$ cat src/rtl/operand_stage.sv
// Operand formation stage: builds ALU operands A/B and buffers them in a 2-entry FIFO.
// Optional stall counter output is enabled by defining OPERAND_STAGE_STALL_CNT_EN.
module operand_stage #(
  parameter int DATA_W = 16
) (
  input  logic              clk,
  input  logic              rst_n,
  input  logic              flush,
  input  logic              in_valid,
  output logic              in_ready,
  input  logic [DATA_W-1:0] rd_a,
  input  logic [DATA_W-1:0] rd_b,
  input  logic [DATA_W-1:0] imm,
  input  logic [1:0]        shift,
  input  logic              asel,
  input  logic              bsel,
  input  logic [1:0]        op,
  output logic              out_valid,
  input  logic              out_ready,
  output logic [DATA_W-1:0] Ain,
  output logic [DATA_W-1:0] Bin,
`ifdef OPERAND_STAGE_STALL_CNT_EN
  output logic [15:0]       stall_cnt,
`endif
  output logic [1:0]        ALUop
);

  typedef enum logic [1:0] {
    EMPTY = 2'd0,
    ONE   = 2'd1,
    FULL  = 2'd2
  } state_t;

  typedef struct packed {
    logic [DATA_W-1:0] a;
    logic [DATA_W-1:0] b;
    logic [1:0]        op;
  } entry_t;

  function automatic logic [DATA_W-1:0] shift_b(input logic signed [DATA_W-1:0] v,
                                                input logic [1:0] sh);
    logic signed [DATA_W-1:0] r;
    case (sh)
      2'b01:   r = v <<< 1;
      2'b10:   r = $signed($unsigned(v) >> 1);
      2'b11:   r = v >>> 1;
      default: r = v;
    endcase
    return $unsigned(r);
  endfunction

  state_t state_q, state_d;
  logic   wr_ptr_q, wr_ptr_d;
  logic   rd_ptr_q, rd_ptr_d;
  entry_t mem_q [2];
  entry_t mem_d [2];
  entry_t head_q, head_d;
  entry_t new_entry;
  logic   push, pop, push_ok;

  assign in_ready  = (state_q != FULL);
  assign out_valid = (state_q != EMPTY);
  assign push      = in_valid & in_ready;
  assign pop       = out_valid & out_ready;
  assign push_ok   = push & ~flush;

  assign Ain   = head_q.a;
  assign Bin   = head_q.b;
  assign ALUop = head_q.op;

  always_comb begin
    new_entry.a  = asel ? '0 : rd_a;
    new_entry.b  = bsel ? imm : shift_b($signed(rd_b), shift);
    new_entry.op = op;
  end

  always_comb begin
    mem_d = mem_q;
    if (push_ok) mem_d[wr_ptr_q] = new_entry;
  end

  always_comb begin
    state_d  = state_q;
    wr_ptr_d = wr_ptr_q;
    rd_ptr_d = rd_ptr_q;
    head_d   = head_q;
    if (flush) begin
      state_d  = EMPTY;
      wr_ptr_d = 1'b0;
      rd_ptr_d = 1'b0;
    end else begin
      if (push) wr_ptr_d = ~wr_ptr_q;
      if (pop)  rd_ptr_d = ~rd_ptr_q;
      case (state_q)
        EMPTY:   if (push) state_d = ONE;
        ONE:     if (push && !pop) state_d = FULL;
                 else if (pop && !push) state_d = EMPTY;
        FULL:    if (pop) state_d = ONE;
        default: state_d = EMPTY;
      endcase
      // Next head may be the entry being written this very cycle.
      if (state_d != EMPTY)
        head_d = (push && (wr_ptr_q == rd_ptr_d)) ? new_entry : mem_q[rd_ptr_d];
    end
  end

  always_ff @(posedge clk or negedge rst_n) begin
    if (!rst_n) begin
      state_q  <= EMPTY;
      wr_ptr_q <= 1'b0;
      rd_ptr_q <= 1'b0;
      head_q   <= '0;
    end else begin
      state_q  <= state_d;
      wr_ptr_q <= wr_ptr_d;
      rd_ptr_q <= rd_ptr_d;
      head_q   <= head_d;
    end
  end

  always_ff @(posedge clk) begin
    mem_q <= mem_d;
  end

`ifdef OPERAND_STAGE_STALL_CNT_EN
  logic [15:0] stall_cnt_q, stall_cnt_d;

  always_comb begin
    stall_cnt_d = stall_cnt_q;
    if (flush)
      stall_cnt_d = '0;
    else if (out_valid && !out_ready && (stall_cnt_q != 16'hFFFF))
      stall_cnt_d = stall_cnt_q + 16'd1;
  end

  always_ff @(posedge clk or negedge rst_n) begin
    if (!rst_n) stall_cnt_q <= '0;
    else        stall_cnt_q <= stall_cnt_d;
  end

  assign stall_cnt = stall_cnt_q;
`endif

endmodule

$ cat config.mk
export PLATFORM = sky130hd
export DESIGN_NAME = operand_stage
export DESIGN_NICKNAME = d
export VERILOG_FILES = /design/src/rtl/operand_stage.sv
export SDC_FILE = /design/constraint.sdc
export NUM_CORES = 1
export LEC_CHECK = 0
export CORE_AREA = 3 3 126 128
export DETAILED_ROUTE_END_ITERATION = 8
export DIE_AREA = 0 0 129 131
export PLACE_DENSITY = 0.56
export SYNTH_ARGS = -nofsm -noshare
export SYNTH_HDL_FRONTEND = slang
export SYNTH_SLANG_ARGS = --single-unit
export TNS_END_PERCENT = 30
$ cat constraint.sdc
create_clock -name clk -period 4.12 [get_ports clk]
set_clock_uncertainty 0.15 [all_clocks]
set_input_delay 0.618 -clock clk [delete_from_list [all_inputs] [get_ports clk]]
set_output_delay 0.618 -clock clk [all_outputs]
set_load 0.1 [all_outputs]
==> results of run 1 <==
## worst min-delay path by stage
stage                  to  slack, ps  cells after the start      from
2_1_floorplan    ALUop[0]        170                      0     rst_n
3_5_place_dp     ALUop[0]        330                      2  ALUop[0]
3_3_place_gp     ALUop[1]        320                      2  ALUop[1]
6_report       state_q[0]        290                      1     rst_n
5_1_grt            Ain[8]        360                      1     rst_n
4_1_cts            Ain[1]        330                      1     rst_n
## cell families after synthesis
family | count (synthesis)
AO/OA/AOI/OAI | 102
flip-flops | 106
XOR/XNOR | 3
multiplexers | 22
AND/OR/NAND/NOR | 106
buffers and inverters | 67
## critical path, cell delays in order (launching register included)
cell and delay, ps:
dfrtp_1 550, nor2_1 100, inv_1 70, clkdlybuf4s50_1 1120
## layout make-up
cell class | instances | area (um^2) | share of cell area
clock buffer | 12 | 267 | 0.0408
clock inverter | 4 | 48.8 | 0.00746
inverter | 33 | 124 | 0.0189
multi-input combinational | 233 | 1850 | 0.283
sequential | 106 | 2990 | 0.458
tap | 188 | 235 | 0.0360
timing repair buffer | 100 | 1020 | 0.156
## routing by layer
metal	vias to the layer above	global-route usage	share of wire
li1	1673	-	-
met1	1690	0.188	0.46
met2	89	0.226	0.47
met3	11	0.0341	0.059
met4	0	0.0506	0.014
met5	-	0	0
## metrics by stage
step                area [um^2]  hold slack (ps)  power (mW)  cells
finish                     6540              292        3.59    676
global route               6540              363        3.74    676
CTS                        6540              332        3.63    676
detailed placement         6220              329        2.74    660
global placement           6220              321        2.73    660
floorplan                  5160              172        2.38    406
## state kept, by name, summed over array words and instances (netlist names)
name	cells
ALUop	2
state_q	2
rd_ptr_q	1
Bin	16
Ain	16
wr_ptr_q	1
mem_q	68
## cell usage in the layout, fill, tap and decap left out, types with 18 or more instances in the layout
cell	count
clkdlybuf4s50_1	93
edfxtp_1	68
nor2_1	40
dfrtp_1	38
inv_1	33
nor2b_1	29
a311oi_1	27
a2111oi_2	21
mux2i_1	19
nand2b_1	18
## power by group
| part | leakage, nW | switching (mW) | internal [mW] | total [mW] |
|---|---|---|---|---|
| combinational | 1.21 | 1.01 | 0.354 | 1.36 |
| clock | 0.159 | 0.368 | 0.520 | 0.888 |
| sequential | 1.06 | 0.0710 | 1.27 | 1.34 |
==> metrics.md, run 1 <==
| Metric | Value |
|---|---|
| Worst Path Arrival | 2190 ps |
| Row count | 45 |
| Max frequency | 338 MHz |
| Layout Utilization | 0.437 |
| Synth Area in Simple Gates | 0.108 |
| Post-route setup slack | 1160 ps |
| # setup viols final | 0 |
| Post-synth top flop | edfxtp_1 |
| First-pass DRT Iterations | 6 |
| CTS tree | done |
| Crit path max fanout | 9 |
| CP required | 3350 ps |
| Syn_nets | 465 |
| DR vias/cell | 5.12 |
| DP Worst Slack | 1130 ps |
| PostCTS Resize Cnt | 0 |
| Post-synth top area share | 0.396 |
| Synth area leader | edfxtp_1 |
| Gp weighted congestion | 0.836 |
| Status | finished, final reports clean |
| RSZ-0062 raised after global routing | no |
| Pwr dens | 549 nW/um^2 |
| DRT antenna net count | 0 |
| Cells after synthesis | 406 |
| CTS Buf Count | 9 |
| GRT Util Overall | 0.141 |
| Clk sinks | 106 |
| Setup TNS | 0 ps |
| Post-synth ARST share | 0.358 |
| Crit path to | out_valid |
| Area Overhead vs Synth | 26.8% |
| Largest net degree at the start of global routing | 67 |
| Count leader, synth | edfxtp_1 |
| Final period utilization | 0.719 |
| Hold WC Path Type | input port to async pin |
| Mux contribution to synthesized area | 0.0434 |
| Filler cell count | 1404 |
| IO buf count | 94 |
| Clock Path Buffers | 2 |
| Die height | 131 um |
| Sequential element share of the synthesized area | 0.580 |
| Chip Width | 129 um |
| Distinct cells, synth | 42 |
| Critical Path Start Type | flop |
| Final Routed Wirelength | 11.5 mm |
| Drt initial violations | 183 |
| Post-synthesis register bit count | 106 |
| Die Area | 16900 um^2 |
| Initial core utilization | 0.344 |
| Fin crit period | 2960 ps |
| EDFF count, synth | 68 |
| Routed len/inst | 17.0 um |
| GRT overflow | 0 |
| Nets | 542 |
| Core Region | 15000 um^2 |
| Number of global-route vias before repair | 3488 |
| Synth warn | 0 |
| Crit end category | output port |
| First-pass GRT wire length | 18.5 mm |
| Syn_area_per_cell | 12.7 um^2 |
| Worst VDD drop | 0.261 mV |
| I/O pins | 95 |
| Htree depth | 3 |
| Compound-gate portion of the synthesized area | 0.194 |
| # Post-CTS Setup Buffers | 0 |
| Critical R2R Capture | Bin[2] |
| Detailed-route via count | 3463 |
| # DRC | 0 |
| Pins Over Slew Limit | 0 |
| Setup CP Type | flop to output port |
| Ratio of cells with drive above 1 in the final layout | 0.121 |
| Mapped Area | 5160 um^2 |
| Worst Reg2Reg Path Length in Cells | 5 |
| Worst slew margin | 0.283 |
| Crit. Startpoint | state_q[1] |
| Reg2reg start | state_q[1] |
| Post-synthesis adder-cell area fraction | 0 |
| Worst-path clk slew | 70 ps |
| Largest cells by area after synthesis | edfxtp_1 40%, dfrtp_1 18%, a2111oi_2 6.1%, a311oi_1 4.6%, mux2i_1 3.7% |
| XOR/XNOR share of the synthesized area | 0.00510 |
| Post-DP HPWL | 7.27 mm |
| R2R Setup Slk | 1860 ps |
| Latest clock arrival within the worst-skew pair | 340 ps |
| Number of diodes | 0 |
| Hold Fails Final Rpt | 0 |
| Lkg Pwr | 2.43 nW |
| Max-cap violations | 0 |
| Worst-margin pin slew | 1070 ps |
| CTS Root Cell | clkbuf_16 |
| Commonest cells post-synth | 68 x edfxtp_1, 40 x nor2_1, 38 x dfrtp_1 |
| CTS Hold Buffers Added | 0 |
| Largest family of logic cells by synthesized area | compound AO/OA/AOI/OAI gates |
| Antenna violations before repair | 0 |
(Power assumes the default switching activity.)
==> run 2: changes to the inputs <==
==> constraint.sdc (replaced) <==
create_clock -name clk -period 2.5 [get_ports clk]
set_clock_uncertainty 0.15 [all_clocks]
set_input_delay 0.375 -clock clk [delete_from_list [all_inputs] [get_ports clk]]
set_output_delay 0.375 -clock clk [all_outputs]
set_load 0.1 [all_outputs]
==> run 2 against run 1 <==
Net effect:
- routed wire length rose by 2.1%
- combinational power rose by 65%
- die area did not move
- global-route usage rose by 0.44 points
- count of clock-buffer cells in the layout fell by 1
- clock power rose by 44%
- largest cell class unchanged
- largest power group unchanged
==> metrics.md, run 2 (same netlist as run 1, synthesis figures left out) <==
| Metric | Value |
|---|---|
| Die height | 131 um (unchanged) |
| Number of diodes | 0 (unchanged) |
| Hold WC Path Type | input port to async pin (unchanged) |
| Worst VDD drop | 0.436 mV (was 0.261 mV) |
| Crit path max fanout | 38 (was 9) |
| Hold Fails Final Rpt | 0 (unchanged) |
| Detailed-route via count | 3516 (was 3463) |
| Crit end category | flop (was output port) |
| Critical Path Max Stage Delay | 530 ps (was 1120 ps) |
| First-pass DRT Iterations | 4 (was 6) |
| GRT Util Overall | 0.146 (was 0.141) |
| Final period utilization | 0.862 |
| Worst-margin pin slew | 1030 ps (was 1070 ps) |
| Chip Width | 129 um (unchanged) |
| CTS Hold Buffers Added | 0 (unchanged) |
| # DRC | 0 (unchanged) |
| Slowest cell on crit path | dfrtp_1 (was clkdlybuf4s50_1) |
| RSZ-0062 raised after global routing | no (unchanged) |
| # setup viols final | 0 (unchanged) |
| Routed len/inst | 17.0 um (about the same) |
| Worst Path Arrival | 2220 ps (was 2190 ps) |
| Critical Path Start Type | flop (unchanged) |
| Nets | 557 (was 542) |
| Ratio of cells with drive above 1 in the final layout | 0.215 (was 0.121) |
| Sequential cell area | 2990 um^2 (unchanged) |
| Multi-input logic area | 1870 um^2 (was 1850 um^2) |
| First-pass GRT wire length | 19.2 mm (was 18.5 mm) |
| DRT antenna net count | 0 (unchanged) |
| Pwr Total | 5.73 mW (was 3.59 mW) |
| Latest clock arrival within the worst-skew pair | 340 ps (about the same) |
| Fin crit period | 2160 ps |
| Max frequency | 464 MHz |
| Post-DP HPWL | 7.97 mm (was 7.27 mm) |
| Max-cap violations | 0 (unchanged) |
| Filler cell count | 1395 (was 1404) |
| Status | finished, final reports clean (unchanged) |
| # Post-CTS Setup Buffers | 0 (unchanged) |
| Core Region | 15000 um^2 (unchanged) |
| Gp weighted congestion | 0.796 (was 0.836) |
| Lkg Pwr | 2.52 nW (was 2.43 nW) |
| Drt initial violations | 176 (was 183) |
| Pins Over Slew Limit | 0 (unchanged) |
| Clk sinks | 106 (unchanged) |
| Worst-path cell chain | o21ai_2 -> xor2_4 -> buf_12 -> mux2_2 -> mux2i_1 -> o21ai_0 (was nor2_1 -> inv_1 -> clkdlybuf4s50_1) |
| Htree depth | 3 (unchanged) |
| CP required | 2560 ps (was 3350 ps) |
| DR vias/cell | 5.09 (was 5.12) |
| Clock Path Buffers | 2 (unchanged) |
| Initial core utilization | 0.344 (unchanged) |
| Worst slew margin | 0.315 (was 0.283) |
| GRT overflow | 0 (unchanged) |
| Pwr dens | 870 nW/um^2 (was 549 nW/um^2) |
| Commonest non-fill, non-tap cell in the layout | edfxtp_1 (was clkdlybuf4s50_1) |
| IO buf count | 94 (unchanged) |
| Final Routed Wirelength | 11.8 mm (was 11.5 mm) |
| Die Area | 16900 um^2 (unchanged) |
| Setup TNS | 0 ps (unchanged) |
| Commonest non-fill, non-tap cells in the layout | 68 x edfxtp_1, 57 x clkdlybuf4s50_1, 49 x buf_4 (was 93 x clkdlybuf4s50_1, 68 x edfxtp_1, 40 x nor2_1) |
| I/O pins | 95 (unchanged) |
| CTS tree | done (unchanged) |
| Area Overhead vs Synth | 27.7% (was 26.8%) |
| Most flop-heavy register | mem_q (unchanged) |
| Largest net degree at the start of global routing | 41 (was 67) |
| Number of global-route vias before repair | 3710 (was 3488) |
| Setup CP Type | flop to flop (was flop to output port) |
| CTS Buf Count | 9 (unchanged) |
| CTS Root Cell | clkbuf_16 (unchanged) |
| Worst-path clk slew | 70 ps (about the same) |
| Max reg flops | 68 (unchanged) |
| Antenna violations before repair | 0 (unchanged) |
| PostCTS Resize Cnt | 0 (unchanged) |
| Row count | 45 (unchanged) |
-- run 2: worst paths after layout --
path / from / to / slack, ps / cells past startpoint
worst max-delay path: state_q[1] / Bin[0] / 340 / 6
worst min-delay path: rst_n / Ain[6] / 70 / 1
worst max register to register: state_q[1] / Bin[0] / 340 / 6
worst min register to register: ALUop[0] / ALUop[0] / 340 / 2
max in group asynchronous: rst_n / Bin[14] / 1500 / 1
min in group clk: ALUop[0] / ALUop[0] / 340 / 2
-- run 2: power breakdown --
group / internal (mW) / leakage, nW / switching [mW]
combinational: 0.575 / 1.33 / 1.67
sequential: 2.09 / 1.06 / 0.120
clock: 0.674 / 0.129 / 0.604
total: 3.34 / 2.52 / 2.40
-- run 2: area by class of cell --
type | count | share of cell area
Clock inverter | 5 | 0.00456
Tap cell | 188 | 0.0357
Multi-Input combinational cell | 233 | 0.284
Timing Repair Buffer | 115 | 0.168
Sequential cell | 106 | 0.454
Clock buffer | 11 | 0.0353
Inverter | 33 | 0.0188
-- run 2: worst max-delay path, delay by kind of cell (launching register included) --
kind,cells,cell delay (ps)
muxes,2,480
DFF,1,530
xor gates and xnor gates,1,230
AOI/OAI and AO/OA,2,380
buffers and inverters,1,250
-- run 2: through the flow --
step	utilization	instances	cell area (um^2)	hold slack (ps)	setup slack, ps
after floorplan	-	406	5190	-70.6	6.62
after global placement	0.422	675	6320	326	84.7
after detailed placement	0.422	675	6320	336	31.6
after CTS	0.440	691	6590	95.9	335
after global routing	0.440	691	6590	133	194
final	0.440	691	6590	71.8	344
-- run 2: routing by layer --
layer	global-route usage	wire length, um
met1	0.189	5320
met2	0.240	5590
met3	0.0394	688
met4	0.0439	146
met5	0	0
